==> src/rtl/dummy_accel_mt_unit.sv <==
// In-order ADD/SHL accelerator: issue buffer with commit/kill tracking feeding a 3-state exec FSM.
// Optional build macro DUMMY_ACCEL_PERF_CNT_EN adds perf_done_o / perf_killed_o counters.
module dummy_accel_mt_unit #(
  parameter int WIDTH     = 32,
  parameter int IMM_WIDTH = 12,
  parameter int ID_WIDTH  = 4,
  parameter int DEPTH     = 4
) (
  input  logic                 clk_i,
  input  logic                 rst_i,
  input  logic                 issue_valid_i,
  output logic                 issue_ready_o,
  input  logic                 issue_op_i,
  input  logic [ID_WIDTH-1:0]  issue_id_i,
  input  logic [4:0]           issue_rd_i,
  input  logic [WIDTH-1:0]     issue_rs1_i,
  input  logic [IMM_WIDTH-1:0] issue_imm_i,
  input  logic                 commit_valid_i,
  input  logic [ID_WIDTH-1:0]  commit_id_i,
  input  logic                 commit_kill_i,
  output logic                 result_valid_o,
  input  logic                 result_ready_i,
  output logic [ID_WIDTH-1:0]  result_id_o,
  output logic [4:0]           result_rd_o,
  output logic [WIDTH-1:0]     result_data_o,
  output logic                 result_we_o,
  output logic                 busy_o
`ifdef DUMMY_ACCEL_PERF_CNT_EN
  ,
  output logic [31:0]          perf_done_o,
  output logic [31:0]          perf_killed_o
`endif
);

  localparam int PTR_W = $clog2(DEPTH);
  localparam int CNT_W = PTR_W + 1;
  localparam int SH_W  = $clog2(WIDTH);

  // state  | meaning
  // IDLE   | wait for a resolved head: drop KILLED, start COMMITTED
  // EXEC   | ADD in one cycle, SHL one bit per cycle
  // RESP   | hold result until result_ready_i, then pop head
  localparam logic [1:0] S_IDLE = 2'd0;
  localparam logic [1:0] S_EXEC = 2'd1;
  localparam logic [1:0] S_RESP = 2'd2;

  localparam logic [1:0] E_FREE = 2'd0;
  localparam logic [1:0] E_PEND = 2'd1;
  localparam logic [1:0] E_COMM = 2'd2;
  localparam logic [1:0] E_KILL = 2'd3;

  logic                 op_q  [DEPTH];
  logic [ID_WIDTH-1:0]  id_q  [DEPTH];
  logic [4:0]           rd_q  [DEPTH];
  logic [WIDTH-1:0]     rs1_q [DEPTH];
  logic [IMM_WIDTH-1:0] imm_q [DEPTH];
  logic [1:0]           st_q  [DEPTH];

  logic [PTR_W-1:0] head_q, head_d, tail_q, tail_d, scan_idx, cm_idx;
  logic [CNT_W-1:0] count_q, count_d;
  logic [1:0]       state_q, state_d, cm_state;
  logic [WIDTH-1:0] acc_q, acc_d, immx_q, immx_d;
  logic [SH_W-1:0]  sh_q, sh_d;
  logic             opx_q, opx_d;
  logic             alloc, cm_hit, cm_new, pop_kill, pop_resp, pop;

  assign issue_ready_o = count_q < CNT_W'(DEPTH);
  assign alloc         = issue_valid_i && issue_ready_o;
  assign cm_state      = commit_kill_i ? E_KILL : E_COMM;

  // Scan from head so the oldest PENDING entry with a matching id wins.
  always_comb begin
    cm_hit   = 1'b0;
    cm_idx   = '0;
    scan_idx = '0;
    for (int i = 0; i < DEPTH; i++) begin
      scan_idx = head_q + PTR_W'(i);
      if (!cm_hit && commit_valid_i && st_q[scan_idx] == E_PEND &&
          id_q[scan_idx] == commit_id_i) begin
        cm_hit = 1'b1;
        cm_idx = scan_idx;
      end
    end
  end

  assign cm_new = commit_valid_i && !cm_hit && alloc && (issue_id_i == commit_id_i);

  always_comb begin
    state_d  = state_q;
    acc_d    = acc_q;
    immx_d   = immx_q;
    sh_d     = sh_q;
    opx_d    = opx_q;
    pop_kill = 1'b0;
    pop_resp = 1'b0;
    case (state_q)
      S_IDLE: begin
        if (st_q[head_q] == E_KILL) begin
          pop_kill = 1'b1;
        end else if (st_q[head_q] == E_COMM) begin
          acc_d   = rs1_q[head_q];
          immx_d  = WIDTH'($signed(imm_q[head_q]));
          sh_d    = imm_q[head_q][SH_W-1:0];
          opx_d   = op_q[head_q];
          state_d = S_EXEC;
        end
      end
      S_EXEC: begin
        if (!opx_q) begin
          acc_d   = acc_q + immx_q;
          state_d = S_RESP;
        end else begin
          // Zero shift count still spends one EXEC cycle.
          if (sh_q != '0) begin
            acc_d = acc_q << 1;
            sh_d  = sh_q - SH_W'(1);
          end
          if (sh_q <= SH_W'(1)) state_d = S_RESP;
        end
      end
      S_RESP: begin
        if (result_ready_i) begin
          pop_resp = 1'b1;
          state_d  = S_IDLE;
        end
      end
      default: state_d = S_IDLE;
    endcase
  end

  assign pop     = pop_kill || pop_resp;
  assign head_d  = pop ? head_q + PTR_W'(1) : head_q;
  assign tail_d  = alloc ? tail_q + PTR_W'(1) : tail_q;
  assign count_d = count_q + CNT_W'(alloc) - CNT_W'(pop);

  always_ff @(posedge clk_i or posedge rst_i) begin
    if (rst_i) begin
      for (int i = 0; i < DEPTH; i++) begin
        op_q[i]  <= 1'b0;
        id_q[i]  <= '0;
        rd_q[i]  <= '0;
        rs1_q[i] <= '0;
        imm_q[i] <= '0;
        st_q[i]  <= E_FREE;
      end
    end else begin
      if (alloc) begin
        op_q[tail_q]  <= issue_op_i;
        id_q[tail_q]  <= issue_id_i;
        rd_q[tail_q]  <= issue_rd_i;
        rs1_q[tail_q] <= issue_rs1_i;
        imm_q[tail_q] <= issue_imm_i;
        st_q[tail_q]  <= cm_new ? cm_state : E_PEND;
      end
      if (cm_hit) st_q[cm_idx] <= cm_state;
      if (pop) st_q[head_q] <= E_FREE;
    end
  end

  always_ff @(posedge clk_i or posedge rst_i) begin
    if (rst_i) begin
      head_q  <= '0;
      tail_q  <= '0;
      count_q <= '0;
      state_q <= S_IDLE;
      acc_q   <= '0;
      immx_q  <= '0;
      sh_q    <= '0;
      opx_q   <= 1'b0;
    end else begin
      head_q  <= head_d;
      tail_q  <= tail_d;
      count_q <= count_d;
      state_q <= state_d;
      acc_q   <= acc_d;
      immx_q  <= immx_d;
      sh_q    <= sh_d;
      opx_q   <= opx_d;
    end
  end

  assign result_valid_o = (state_q == S_RESP);
  assign result_we_o    = result_valid_o;
  assign result_id_o    = result_valid_o ? id_q[head_q] : '0;
  assign result_rd_o    = result_valid_o ? rd_q[head_q] : '0;
  assign result_data_o  = result_valid_o ? acc_q : '0;
  assign busy_o         = (count_q != '0) || (state_q != S_IDLE);

`ifdef DUMMY_ACCEL_PERF_CNT_EN
  logic [31:0] perf_done_q, perf_killed_q;

  always_ff @(posedge clk_i or posedge rst_i) begin
    if (rst_i) begin
      perf_done_q   <= '0;
      perf_killed_q <= '0;
    end else begin
      if (pop_resp) perf_done_q <= perf_done_q + 32'd1;
      if (pop_kill) perf_killed_q <= perf_killed_q + 32'd1;
    end
  end

  assign perf_done_o   = perf_done_q;
  assign perf_killed_o = perf_killed_q;
`endif

endmodule

==> config.mk <==
export PLATFORM = sky130hd
export DESIGN_NAME = dummy_accel_mt_unit
export DESIGN_NICKNAME = d
export VERILOG_FILES = /design/src/rtl/dummy_accel_mt_unit.sv
export SDC_FILE = /design/constraint.sdc
export NUM_CORES = 1
export LEC_CHECK = 0
export CAP_MARGIN = 20
export CELL_PAD_IN_SITES_DETAIL_PLACEMENT = 0
export CELL_PAD_IN_SITES_GLOBAL_PLACEMENT = 2
export CORE_MARGIN = 3
export CORE_UTILIZATION = 35
export CTS_CLUSTER_DIAMETER = 60
export DETAILED_ROUTE_END_ITERATION = 8
export PLACE_DENSITY_LB_ADDON = 0.1
export SYNTH_ARGS = -nofsm -noshare
export SYNTH_HDL_FRONTEND = slang
export SYNTH_SLANG_ARGS = --single-unit
==> constraint.sdc <==
create_clock -name clk_i -period 24.2 [get_ports clk_i]
set_input_delay 6.05 -clock clk_i [delete_from_list [all_inputs] [get_ports clk_i]]
set_output_delay 6.05 -clock clk_i [all_outputs]
set_load 0.01 [all_outputs]
After elaboration in Yosys (flattened, before gate mapping)
Cells that the tools add are included.

cells by class
  reductions and logical operators = 33
  magnitude comparators = 11
  bitwise operators = 9
  mux-type cells = 95
  equal/unequal tests = 20
  $add $sub $neg = 8

operator list
  cell                count
  $mux 32             8
  $bwmux 128          1
  $bmux 32 s2         1
  $demux 32 s2        1
  $pmux 32 s2         1
  $bwmux 48           1
  $mux 2              21
  $mux 4              10
  $mux 5              8
  $mux 12             3
  $add 32x32->32      1
  $bmux 4 s2          4
  $bmux 12 s2         1
  $demux 12 s2        1
  $mux 8              3
  $bwmux 20           1
  $eq 4x4->1          5
  $ge 3x3->1 const B  6
  $logic_and 1x1->1   18
  $not 2->3           6
  $bmux 2 s2          4
  $bwmux 16           1
  $bwmux 8            2
  $demux 2 s2         3
  34 further kinds    65

storage, ports and cells
  input port bits = 64
  register bits after elaboration = 283
  output and inout bits = 45

Longest topological paths before layout
  depth in word-level cells = 34
  mapped depth = 15
  gate-level depth less buffers = 12

Worst setup path after synthesis
Ideal clock, no wire load.

  path type = register to output
  start = reg head_q[0]
  end = out result_rd_o[0]
  data required time = 18.150 ns
  stages on the path, launching flop included = 7
  slack = 16.119 ns
  data arrival time = 2.031 ns
  cell sequence = dfrtp_1 buf_6 buf_4 buf_2 buf_2 mux4_2 and2_1

on the way
  word-level cells in the longest chain between the ends = 5

ends and longest elaborated chain
  item                                       line  text
  start, declared                            59    logic [PTR_W-1:0] head_q, head_d, tail_q, tail_d, scan_idx, cm_idx;
  start signal, assigned                     162   head_q <= '0;
  start signal, assigned                     171   head_q <= head_d;
  $not 2->3 (not written as such)            185   assign result_rd_o = result_valid_o ? rd_q[head_q] : '0;
  $bmux 5 s2                                 185
  $mux 5 (not written as such) (2 in a row)  185
  $mux 5                                     185
  end, declared                              24    output logic [4:0] result_rd_o,

Every way passes these cells. The select of a mux whose other input is x is not followed.

Worst setup path after layout
  start = reg head_q[0]
  end = out result_id_o[0]

on the way
  word-level cells in the longest chain between the ends = 5

ends and longest elaborated chain
  item                                       line  text
  $not 2->3 (not written as such)            184   assign result_id_o = result_valid_o ? id_q[head_q] : '0;
  $bmux 4 s2                                 184
  $mux 4 (not written as such) (2 in a row)  184
  $mux 4                                     184
  end, declared                              23    output logic [ID_WIDTH-1:0] result_id_o,

Every way passes these cells. The select of a mux whose other input is x is not followed.

==> run metrics <==
list of cells traversed by the critical path buf_4, mux4_2, and2_1, clkdlybuf4s50_1; DIE WIDTH 216.4 µm; vias after detailed routing 10400; final HPWL from detailed placement 26.67 mm; number of top-level design ports 109; result of the run finished clean; critical path startpoint category flop; final sum of negative setup slack 0 ns; Total Wirelength 40.60 mm; sequential cell fraction of total power 32.2%; maximum number of pins on one net before global-route repair 150; overall die area 46820 µm²; initial antenna violation count 4; number of clock buffers inserted by TritonCTS 36; count of buffers inserted at the top-level ports 108; worst-path fanout max 42; Core Region 43360 µm²; number of global-route vias before repair 11140; post-layout instance count excluding filler cells 1977; Worst Setup End Kind primary output; share of the yosys chip area belonging to registers 45.71%; power per cell area 149.0 nW/µm²; drt drc 0; total instance count after detailed placement 1911; critical path start-end classification flop to primary output; Power Internal 0.001714 W; CTS tree built; share of final-layout standard cells stronger than drive strength 1 28.04%; type of the most critical hold path flop to flop; data required time at the worst endpoint 18.15 ns; fin nets 1474; CTS sink count 283; relative max-transition margin 32.19%; overall routing resource usage 17.54%; first-iteration detailed-routing DRC count 457; count of antenna-violating nets left after detailed routing 0; most used flip-flop cell after synthesis dfrtp_1; worst reg-to-reg path cell count 11; number of rows in the core area 76; Clock Tree Buf Depth 3; worst slew pin tran 1.017 ns; Clock Pin Slew Worst Setup and Hold Paths 0.06 ns; most instantiated library cell after synthesis dfrtp_1; Routed wire per std cell 20.54 µm; total global routing overflow 0; top post-synthesis cells by area dfrtp_1 46%, mux2_2 17%, mux4_2 9.4%; LEAKAGE 7.755 nW; P_sw 0.001030 W; Worst Hold Path Cells 1; Tmin final 9.607 ns; number of enable flip-flop cells after synthesis 0; proportion of netlist area held by the largest area contributor 45.71%; starting utilization of the core area 35.73%; Root Buffer clkbuf_16; level count of the clock H-tree 2; mean instance size in the synthesized netlist 12.09 µm²; critical path data arrival time 3.56 ns; cell type with the highest aggregate area in the netlist dfrtp_1; cell with the largest stage delay on the worst path dfrtp_4; Max rail drop VDD 0.07700 mV; number of vias per cell after detailed routing 5.261; number of unique standard cell types used by synthesis 69; async set or reset register ratio after synthesis 100.0%; Largest stage delay, worst path 0.88 ns; final period utilization 39.70%; final max-slew violation count 0; number of storage elements in the synthesis netlist 283; post-CTS setup buffer count 0; unrepaired setup endpoints after global routing no; number of failing hold endpoints at the final stage 0; maximum achievable frequency 104.1 MHz; area overhead of the layout relative to synthesis 18.86%; Switching Fraction 37.53%; Syn Inst Count 1281; synthesized netlist net count 1391; Clock power frac 20.7%; area of the mapped netlist 15490 µm²; Gate power share 47.1%; post-CTS sizing 0; Clock Skews 0.01336 ns; Final Setup Violations 0; Max-Cap Viols 0; weighted congestion reported at the end of routability-driven placement 0.7786; first-pass GRT wire length 64.89 mm; most instantiated cells after synthesis 283 x dfrtp_1, 231 x mux2_2, 102 x nand2_1, 73 x o21ai_0, 65 x mux4_2; quantity of hold-fixing buffers added after cts 0; detailed-routing iteration count for the pre-antenna-repair pass 4; vertical die dimension 216.4 µm; insertion delay to the later sink of the worst-skew pair 0.52 ns; Yosys warnings 0
==> power by group through the flow <==
stage / Sequential, W / Clock, W / Combinational (W)
global placement: 0.000885 / 0 / 0.00130
CTS: 0.000883 / 0.000587 / 0.00131
detailed placement: 0.000891 / 0 / 0.00131
finish: 0.000882 / 0.000568 / 0.00129
global route: 0.000916 / 0.000605 / 0.00144
floorplan: 0.000814 / 0 / 0.00102
==> critical path: cells and delay by family, from the launching register on <==
kind	cells	cell delay [ns]
buffers and inverters	2	1.24
DFF	1	0.88
muxes	1	0.64
and+or+nand+nor	1	0.18
==> final timing paths <==
path	from	to	slack [ns]
worst min register to register	immx_q[0]	immx_q[0]	0.49
min in group asynchronous	rst_i	id_q[9]	6.08
max in group asynchronous	rst_i	acc_q[30]	16.79
worst min-delay path	immx_q[0]	immx_q[0]	0.49
worst max-delay path	head_q[0]	result_id_o[0]	14.59
worst max register to register	head_q[0]	st_q[4]	19.26
==> metrics by stage <==
stage	utilization, %	total power [W]	cell area [µm²]	hold WS (ns)	setup WS, ns
after floorplan	-	0.001834	15490	0.4534	10.34
after global placement	39.52	0.002186	17140	0.4769	15.09
after detailed placement	39.52	0.002198	17140	0.4816	15.07
after CTS	42.46	0.002784	18410	0.4949	14.48
after global routing	42.46	0.002959	18410	0.5034	14.35
final	42.47	0.002744	18410	0.4916	14.59
==> per-layer routing <==
metal / global-route usage, % / wire length [µm] / vias up
met5: 0 / 13 / -
met4: 3.524 / 515 / 2
met3: 2.748 / 1392 / 45
met2: 29.29 / 19160 / 147
met1: 24.38 / 19520 / 5331
li1: - / - / 4876
==> logic make-up after synthesis <==
| group | Yosys count | synth area share, % |
|---|---|---|
| and+or+nand+nor | 271 | 8.537 |
| muxes | 310 | 27.56 |
| DFF | 283 | 45.71 |
| buffers and inverters | 107 | 2.915 |
| adders and majority gates | 46 | 3.812 |
| xor gates and xnor gates | 49 | 2.770 |
| AOI/OAI and AO/OA | 215 | 8.690 |
==> registers in the layout, summed over array words and instances, names as in the netlist, 3 cells and up <==
signal / cells
id_q: 16
op_q: 4
immx_q: 12
rs1_q: 128
rd_q: 20
acc_q: 32
sh_q: 5
imm_q: 48
st_q: 8
count_q: 3
==> placed cells by master (no fill, tap or decap), types with 13 or more instances in the layout <==
cell type / count
xor2_1: 18
o21ai_0: 73
nand2_1: 98
xnor2_1: 31
nor3_1: 15
clkbuf_16: 36
inv_1: 25
nand3_1: 23
mux2_2: 231
a21oi_1: 60
buf_4: 15
nor2_1: 40
clkdlybuf4s50_1: 108
ha_1: 44
a21o_1: 13
and2_1: 37
mux4_2: 65
dfrtp_1: 281
==> area by class of cell <==
class / instances / area (µm²)
Clock inverter: 20 / 311.5
Clock buffer: 45 / 964.7
Sequential cell: 283 / 7089
Inverter: 28 / 112.6
Tap cell: 585 / 732.0
Fill cell: 4190 / 24950
Antenna cell: 1 / 2.502
Multi-Input combinational cell: 891 / 7988
Timing Repair Buffer: 124 / 1214
Power figures use the tool's default switching activity.
